$ cat config.mk
export PLATFORM = sky130hd
export DESIGN_NAME = oled_text_sequencer_flat
export DESIGN_NICKNAME = d
export VERILOG_FILES = /design/src/rtl/oled_text_sequencer_if.sv /design/src/rtl/oled_text_sequencer.sv /design/src/flat_wrapper.sv
export SDC_FILE = /design/constraint.sdc
export NUM_CORES = 2
export LEC_CHECK = 0
export ABC_AREA = 1
export CORE_ASPECT_RATIO = 1.2
export CORE_MARGIN = 10
export CORE_UTILIZATION = 51
export DETAILED_ROUTE_END_ITERATION = 12
export PLACE_DENSITY_LB_ADDON = 0.08
export SLEW_MARGIN = 20
export SYNTH_ARGS = -nofsm -noshare
export SYNTH_HDL_FRONTEND = slang
export SYNTH_SLANG_ARGS = --single-unit
$ cat constraint.sdc
create_clock -name clk -period 53.7 [get_ports clk]
set_clock_uncertainty 0.1 [all_clocks]
set_input_delay 5.37 -clock clk [delete_from_list [all_inputs] [get_ports clk]]
set_output_delay 5.37 -clock clk [all_outputs]
set_load 0.03 [all_outputs]
$ cat src/rtl/oled_text_sequencer_if.sv
// Host and driver-side signal bundle for oled_text_sequencer.
// The slave modport is the sequencer's view. The master modport is the
// surrounding logic (host writers plus the OLED driver command port).
interface oled_text_sequencer_if;
    // Host-side text writes and requests
    logic       wr_en;
    logic [1:0] wr_row;
    logic [3:0] wr_col;
    logic [7:0] wr_char;
    logic       flush;
    logic       clear_req;
    logic       bmp_req;
    logic [1:0] bmp_sel;
    logic       busy;
    logic [6:0] pending_cnt;
    // Driver command port
    logic       drv_showchar;
    logic       drv_showbmp;
    logic       drv_clear;
    logic [7:0] drv_charval;
    logic [1:0] drv_row;
    logic [3:0] drv_col;
    logic [1:0] drv_bmp;
    logic       drv_ready;

    modport slave (
        input  wr_en, wr_row, wr_col, wr_char, flush, clear_req, bmp_req, bmp_sel, drv_ready,
        output busy, pending_cnt, drv_showchar, drv_showbmp, drv_clear,
               drv_charval, drv_row, drv_col, drv_bmp
    );

    modport master (
        output wr_en, wr_row, wr_col, wr_char, flush, clear_req, bmp_req, bmp_sel, drv_ready,
        input  busy, pending_cnt, drv_showchar, drv_showbmp, drv_clear,
               drv_charval, drv_row, drv_col, drv_bmp
    );
endinterface

$ cat src/rtl/oled_text_sequencer.sv
// Text sequencer in front of the OLED driver: a 4x16 shadow buffer with
// per-cell dirty bits, sticky clear/bitmap/flush requests and a one-command-
// at-a-time issue engine built around the driver's ready handshake.
module oled_text_sequencer #(
    parameter int         ACK_TIMEOUT = 1024,
    parameter logic [7:0] BLANK_CHAR  = 8'h20
) (
    input  logic                 clk,
    input  logic                 rst,
    oled_text_sequencer_if.slave bus
);
    localparam int            TW       = $clog2(ACK_TIMEOUT + 1);
    localparam logic [TW-1:0] TMO_LAST = TW'(ACK_TIMEOUT - 1);

    typedef enum logic [2:0] {S_IDLE, S_SCAN, S_ISSUE, S_WAIT_ACK, S_WAIT_DONE} state_t;
    typedef enum logic [1:0] {CMD_CHAR, CMD_CLEAR, CMD_BMP} cmd_t;

    state_t        state_q, state_d;
    cmd_t          cmd_q, cmd_d;
    logic [5:0]    ptr_q, ptr_d;
    logic [TW-1:0] tmo_q, tmo_d;
    logic          clr_pend_q, clr_pend_d;
    logic          bmp_pend_q, bmp_pend_d;
    logic          flush_pend_q, flush_pend_d;
    logic [1:0]    bmp_sel_q, bmp_sel_d;
    logic [1:0]    issue_bmp_q, issue_bmp_d;
    logic [63:0]   dirty_q, dirty_d;
    logic [7:0]    cells_q [64];
    logic [7:0]    cells_d [64];
    logic [6:0]    pending_cnt_q, pending_cnt_d;
    logic [7:0]    charval_q, charval_d;
    logic [1:0]    row_q, row_d;
    logic [3:0]    col_q, col_d;
    logic [1:0]    bmp_q, bmp_d;

    logic [5:0] wr_idx;
    logic       idle_ready, take_clr, take_bmp, take_flush, pulse, complete;

    // Decode arbitration winners, the command pulse and command completion.
    always_comb begin
        wr_idx     = {bus.wr_row, bus.wr_col};
        idle_ready = (state_q == S_IDLE) && bus.drv_ready;
        take_clr   = idle_ready && clr_pend_q;
        take_bmp   = idle_ready && !clr_pend_q && bmp_pend_q;
        take_flush = idle_ready && !clr_pend_q && !bmp_pend_q && flush_pend_q;
        pulse      = (state_q == S_ISSUE) && bus.drv_ready;
        // A WAIT_ACK that runs out of time is treated like a finished command.
        complete   = bus.drv_ready &&
                     ((state_q == S_WAIT_DONE) || ((state_q == S_WAIT_ACK) && (tmo_q == TMO_LAST)));
    end

    // Next-state, buffer/dirty updates, request flags and held driver operands.
    always_comb begin
        state_d       = state_q;
        cmd_d         = cmd_q;
        ptr_d         = ptr_q;
        tmo_d         = tmo_q;
        issue_bmp_d   = issue_bmp_q;
        dirty_d       = dirty_q;
        cells_d       = cells_q;
        charval_d     = charval_q;
        row_d         = row_q;
        col_d         = col_q;
        bmp_d         = bmp_q;
        pending_cnt_d = 7'($countones(dirty_q));

        // A new request in the cycle its flag is taken re-arms the flag.
        clr_pend_d   = (clr_pend_q   && !take_clr)   || bus.clear_req;
        bmp_pend_d   = (bmp_pend_q   && !take_bmp)   || bus.bmp_req;
        flush_pend_d = (flush_pend_q && !take_flush) || bus.flush;
        bmp_sel_d    = bus.bmp_req ? bus.bmp_sel : bmp_sel_q;

        unique case (state_q)
            S_IDLE: begin
                if (take_clr) begin
                    cmd_d   = CMD_CLEAR;
                    state_d = S_ISSUE;
                end else if (take_bmp) begin
                    cmd_d       = CMD_BMP;
                    issue_bmp_d = bmp_sel_q;
                    state_d     = S_ISSUE;
                end else if (take_flush) begin
                    ptr_d   = 6'd0;
                    state_d = S_SCAN;
                end
            end
            S_SCAN: begin
                if (dirty_q[ptr_q]) begin
                    cmd_d   = CMD_CHAR;
                    state_d = S_ISSUE;
                end else if (ptr_q == 6'd63) begin
                    state_d = S_IDLE;
                end else begin
                    ptr_d = ptr_q + 6'd1;
                end
            end
            S_ISSUE: begin
                if (pulse) begin
                    if (cmd_q == CMD_CHAR) begin
                        dirty_d[ptr_q] = 1'b0;
                    end
                    tmo_d   = '0;
                    state_d = S_WAIT_ACK;
                end
            end
            S_WAIT_ACK: begin
                if (!bus.drv_ready) begin
                    state_d = S_WAIT_DONE;
                end else if (tmo_q != TMO_LAST) begin
                    tmo_d = tmo_q + 1'b1;
                end
            end
            S_WAIT_DONE: ;
            default: state_d = S_IDLE;
        endcase

        if (complete) begin
            unique case (cmd_q)
                CMD_CLEAR: begin
                    for (int i = 0; i < 64; i++) begin
                        cells_d[i] = BLANK_CHAR;
                    end
                    dirty_d = '0;
                    state_d = S_IDLE;
                end
                CMD_BMP: begin
                    // The bitmap overwrote the panel, so all text must be redrawn.
                    dirty_d = '1;
                    state_d = S_IDLE;
                end
                default: begin
                    if (ptr_q == 6'd63) begin
                        state_d = S_IDLE;
                    end else begin
                        ptr_d   = ptr_q + 6'd1;
                        state_d = S_SCAN;
                    end
                end
            endcase
        end

        // Host writes land last so they win over the clear fill and the
        // dirty-bit clear of the cell being issued.
        if (bus.wr_en) begin
            cells_d[wr_idx] = bus.wr_char;
            dirty_d[wr_idx] = 1'b1;
        end

        if (pulse && (cmd_q == CMD_CHAR)) begin
            charval_d = cells_q[ptr_q];
            row_d     = ptr_q[5:4];
            col_d     = ptr_q[3:0];
        end
        if (pulse && (cmd_q == CMD_BMP)) begin
            bmp_d = issue_bmp_q;
        end
    end

    // State, request and operand registers.
    always_ff @(posedge clk or posedge rst) begin
        if (rst) begin
            state_q       <= S_IDLE;
            cmd_q         <= CMD_CHAR;
            ptr_q         <= '0;
            tmo_q         <= '0;
            clr_pend_q    <= 1'b0;
            bmp_pend_q    <= 1'b0;
            flush_pend_q  <= 1'b0;
            bmp_sel_q     <= '0;
            issue_bmp_q   <= '0;
            dirty_q       <= '0;
            pending_cnt_q <= '0;
            charval_q     <= '0;
            row_q         <= '0;
            col_q         <= '0;
            bmp_q         <= '0;
        end else begin
            state_q       <= state_d;
            cmd_q         <= cmd_d;
            ptr_q         <= ptr_d;
            tmo_q         <= tmo_d;
            clr_pend_q    <= clr_pend_d;
            bmp_pend_q    <= bmp_pend_d;
            flush_pend_q  <= flush_pend_d;
            bmp_sel_q     <= bmp_sel_d;
            issue_bmp_q   <= issue_bmp_d;
            dirty_q       <= dirty_d;
            pending_cnt_q <= pending_cnt_d;
            charval_q     <= charval_d;
            row_q         <= row_d;
            col_q         <= col_d;
            bmp_q         <= bmp_d;
        end
    end

    // Character shadow buffer; reset fills every cell with the blank code.
    always_ff @(posedge clk or posedge rst) begin
        if (rst) begin
            for (int i = 0; i < 64; i++) begin
                cells_q[i] <= BLANK_CHAR;
            end
        end else begin
            cells_q <= cells_d;
        end
    end

    // Pulses are gated by drv_ready in ISSUE; operands are live during the
    // pulse and otherwise hold the values of the previous pulse.
    assign bus.busy         = (state_q != S_IDLE) || clr_pend_q || bmp_pend_q || flush_pend_q;
    assign bus.pending_cnt  = pending_cnt_q;
    assign bus.drv_showchar = pulse && (cmd_q == CMD_CHAR);
    assign bus.drv_clear    = pulse && (cmd_q == CMD_CLEAR);
    assign bus.drv_showbmp  = pulse && (cmd_q == CMD_BMP);
    assign bus.drv_charval  = charval_d;
    assign bus.drv_row      = row_d;
    assign bus.drv_col      = col_d;
    assign bus.drv_bmp      = bmp_d;
endmodule

$ cat src/flat_wrapper.sv
// flat-port wrapper written by rule: the top's interface ports become plain ports
module oled_text_sequencer_flat 
#(
    parameter int         ACK_TIMEOUT = 1024,
    parameter logic [7:0] BLANK_CHAR  = 8'h20
)
  (clk, rst, bus_wr_en, bus_wr_row, bus_wr_col, bus_wr_char, bus_flush, bus_clear_req, bus_bmp_req, bus_bmp_sel, bus_drv_ready, bus_busy, bus_pending_cnt, bus_drv_showchar, bus_drv_showbmp, bus_drv_clear, bus_drv_charval, bus_drv_row, bus_drv_col, bus_drv_bmp);
  oled_text_sequencer_if bus_i ();
  input  logic clk;
  input  logic rst;
  input wire logic [$bits(bus_i.wr_en)-1:0] bus_wr_en;
  input wire logic [$bits(bus_i.wr_row)-1:0] bus_wr_row;
  input wire logic [$bits(bus_i.wr_col)-1:0] bus_wr_col;
  input wire logic [$bits(bus_i.wr_char)-1:0] bus_wr_char;
  input wire logic [$bits(bus_i.flush)-1:0] bus_flush;
  input wire logic [$bits(bus_i.clear_req)-1:0] bus_clear_req;
  input wire logic [$bits(bus_i.bmp_req)-1:0] bus_bmp_req;
  input wire logic [$bits(bus_i.bmp_sel)-1:0] bus_bmp_sel;
  input wire logic [$bits(bus_i.drv_ready)-1:0] bus_drv_ready;
  output wire logic [$bits(bus_i.busy)-1:0] bus_busy;
  output wire logic [$bits(bus_i.pending_cnt)-1:0] bus_pending_cnt;
  output wire logic [$bits(bus_i.drv_showchar)-1:0] bus_drv_showchar;
  output wire logic [$bits(bus_i.drv_showbmp)-1:0] bus_drv_showbmp;
  output wire logic [$bits(bus_i.drv_clear)-1:0] bus_drv_clear;
  output wire logic [$bits(bus_i.drv_charval)-1:0] bus_drv_charval;
  output wire logic [$bits(bus_i.drv_row)-1:0] bus_drv_row;
  output wire logic [$bits(bus_i.drv_col)-1:0] bus_drv_col;
  output wire logic [$bits(bus_i.drv_bmp)-1:0] bus_drv_bmp;
  assign bus_i.wr_en = bus_wr_en;
  assign bus_i.wr_row = bus_wr_row;
  assign bus_i.wr_col = bus_wr_col;
  assign bus_i.wr_char = bus_wr_char;
  assign bus_i.flush = bus_flush;
  assign bus_i.clear_req = bus_clear_req;
  assign bus_i.bmp_req = bus_bmp_req;
  assign bus_i.bmp_sel = bus_bmp_sel;
  assign bus_i.drv_ready = bus_drv_ready;
  assign bus_busy = bus_i.busy;
  assign bus_pending_cnt = bus_i.pending_cnt;
  assign bus_drv_showchar = bus_i.drv_showchar;
  assign bus_drv_showbmp = bus_i.drv_showbmp;
  assign bus_drv_clear = bus_i.drv_clear;
  assign bus_drv_charval = bus_i.drv_charval;
  assign bus_drv_row = bus_i.drv_row;
  assign bus_drv_col = bus_i.drv_col;
  assign bus_drv_bmp = bus_i.drv_bmp;
  oled_text_sequencer #(.ACK_TIMEOUT(ACK_TIMEOUT), .BLANK_CHAR(BLANK_CHAR)) u_core (.clk(clk), .rst(rst), .bus(bus_i));
endmodule
==> out/qor.txt <==
clk buf depth - 3
vias in the first global route - 26,000
H-Tree Depth - 3
top-count cell post-synth - nand2_1
DIE WIDTH - 246 um
# clock sinks - 628
DR pass1 iterations - 6
CP arrival - 8940 ps
Cells after Synth - 3,603
Seq cells post-synth - 628
largest net degree at the start of global routing - 156
area leader, netlist - dfrtp_1
DRC - 0
initial antenna violation count - 0
status - finished, final reports clean
Worst-path clk slew - 60 ps
unrepaired setup endpoints after global routing - no
post-synth net total - 3,734
global-route wire length before repair - 156,000 um
YS warnings - 0
share of cells above drive strength 1 - 7.78%
DR vias - 26,500
Post-synth top cells - nand2_1, dfrtp_1, nand3_1, o21ai_0, inv_1
syn_area_per_cell - 8.68 um^2
# IOs - 50
post-CTS sizing - 0
Die H - 291 um
nets@finish - 3,647
CP required - 48,230 ps
Final period util - 26.8%
post-DR wirelength/cell - 22.9 um
Critical Path Source Type - input port
dpl hpwl - 62,500 um
DR iter-0 viols - 2,642
synth-to-layout area growth - 9.92%
Distinct cells, synth - 46
Port Buffers - 49
CP Capture Type - output port
post-synth top area share - 45.2%
area of the core - 0.0608 mm^2
CTS tree - done
aggregate global-route resource usage - 27.8%
Final Hold Fails - 0
CTS Buf Count - 68
worst-path fanout max - 27
Worst Max-Slew Pin Slew - 1140 ps
final setup violation count - 0
Post-synth EDFFs - 0
maxcap violations - 0
fill count - 5,528
vias per cell - 6.05
gpl congestion - 0.945
die area - 0.0716 mm^2
Overflow after GRT - 0
# Post-CTS Setup Buffers - 0
Routed Antenna Nets - 0
Syn Std Cell Area - 0.0313 mm^2
area of the multi-input gates - 0.0131 mm^2
setup TNS - 0 ps
type of the worst setup path - input port to output port
fmax - 0.0694 GHz
hold_buf cts - 0
final wirelength - 100,000 um
Std-Cell Rows - 99
async set-reset flop share out of synthesis - 100%
sequential area share after synthesis - 50.5%
CTS root buffer - clkbuf_16
crit path time final - 14,410 ps
Slew HR - 24.3%
Synth Flop Type - dfrtp_1
antenna fix cells - 0
Clock Latency Late Sink - 620 ps
Hold/Removal Path Class - register to register
Final Slew Violations - 0
Initial Utilization - 51.4%
most area-consuming cells after synthesis - dfrtp_1, nand3_1, nand2_1
Reg area - 0.0158 mm^2
-- per-stage QoR --
step	util [%]	hold WS, ps	cells	cell area [um^2]	setup WS (ps)
finish	56.5	368	4380	34400	39290
global route	56.5	412	4380	34400	39170
CTS	56.5	369	4380	34300	39390
detailed placement	52.6	354	4254	32000	39420
global placement	52.6	358	4254	32000	39490
floorplan	-	337	3603	31300	30750
-- critical path: stages --
cell and delay [ps]:
clkdlybuf4s50_1 580, inv_1 90, nor2_1 290, nand2_1 730, inv_1 830, or2_2 220, nand2_1 50, inv_1 70
clkdlybuf4s50_1 680
-- cell families (layout without fill, tap and decap cells) --
family,Yosys count,count (layout),synth area share (%)
flip-flops,628,628,50.5
AO/OA/AOI/OAI,883,883,15.8
AND/OR/NAND/NOR,1400,1400,20.1
XOR/XNOR,7,7,0.196
buffers and inverters,577,546,7.62
adder cells (fa/ha/maj),108,108,5.76
-- worst paths after layout --
| path | depth (start not counted) | end | slack (ps) | from |
|---|---|---|---|---|
| min reg2reg | 2 | u_core.tmo_q[10] | 370 | u_core.tmo_q[10] |
| max | 9 | bus_drv_charval[6] | 39290 | bus_drv_ready |
| min in group asynchronous | 2 | u_core.cells_q[475] | 5160 | rst |
| min | 2 | u_core.tmo_q[10] | 370 | u_core.tmo_q[10] |
| max in group asynchronous | 5 | u_core.cells_q[1] | 45140 | rst |
| max reg2reg | 15 | u_core.bus.pending_cnt[5] | 47990 | u_core.dirty_q[63] |
-- final cells by class --
type	instances	share of cell area [%]
tap	808	2.94
inverter	320	3.52
sequential	628	46.0
clock buffer	104	5.91
multi-input combinational	2398	38.2
clock inverter	22	0.863
timing repair buffer	100	2.57
-- layout by cell type (no fill, tap or decap), drive strengths merged, types with 4 or more instances in the layout --
cell,count
o31ai,4
dfstp,64
o21ai,579
o211ai,65
buf,52
dfrtp,564
o2111ai,8
clkbuf,104
nand3,525
nand4,64
xor2,6
nand2,617
fa,60
a221oi,5
a31oi,43
a22o,6
ha,48
nand3b,4
clkdlybuf4s50,48
clkinv,13
inv,322
a22oi,67
nor3,24
or2,9
nor2,155
a21oi,77
bufinv,6
o22ai,20
-- flip-flops by register name, indices dropped and copies added, names as in the netlist, 2 cells and up --
name,count
u_core.charval_q,8
u_core.bmp_q,2
u_core.cells_q,512
u_core.row_q,2
u_core.ptr_q,6
u_core.issue_bmp_q,2
u_core.dirty_q,64
u_core.col_q,4
u_core.bmp_sel_q,2
u_core.state_q,3
u_core.bus.pending_cnt,7
u_core.cmd_q,2
u_core.tmo_q,11
-- per-layer routing --
metal | vias to the layer above | global-route usage [%] | wire [um]
li1 | 12100 | - | -
met3 | 189 | 4.47 | 7640
met2 | 1109 | 43.7 | 46400
met4 | 0 | 11.4 | 3640
met5 | - | 0 | 0
met1 | 13100 | 37.8 | 42700
Power is not shown: default switching activity piles up to over one toggle a cycle in this logic, so the estimate is an artifact.
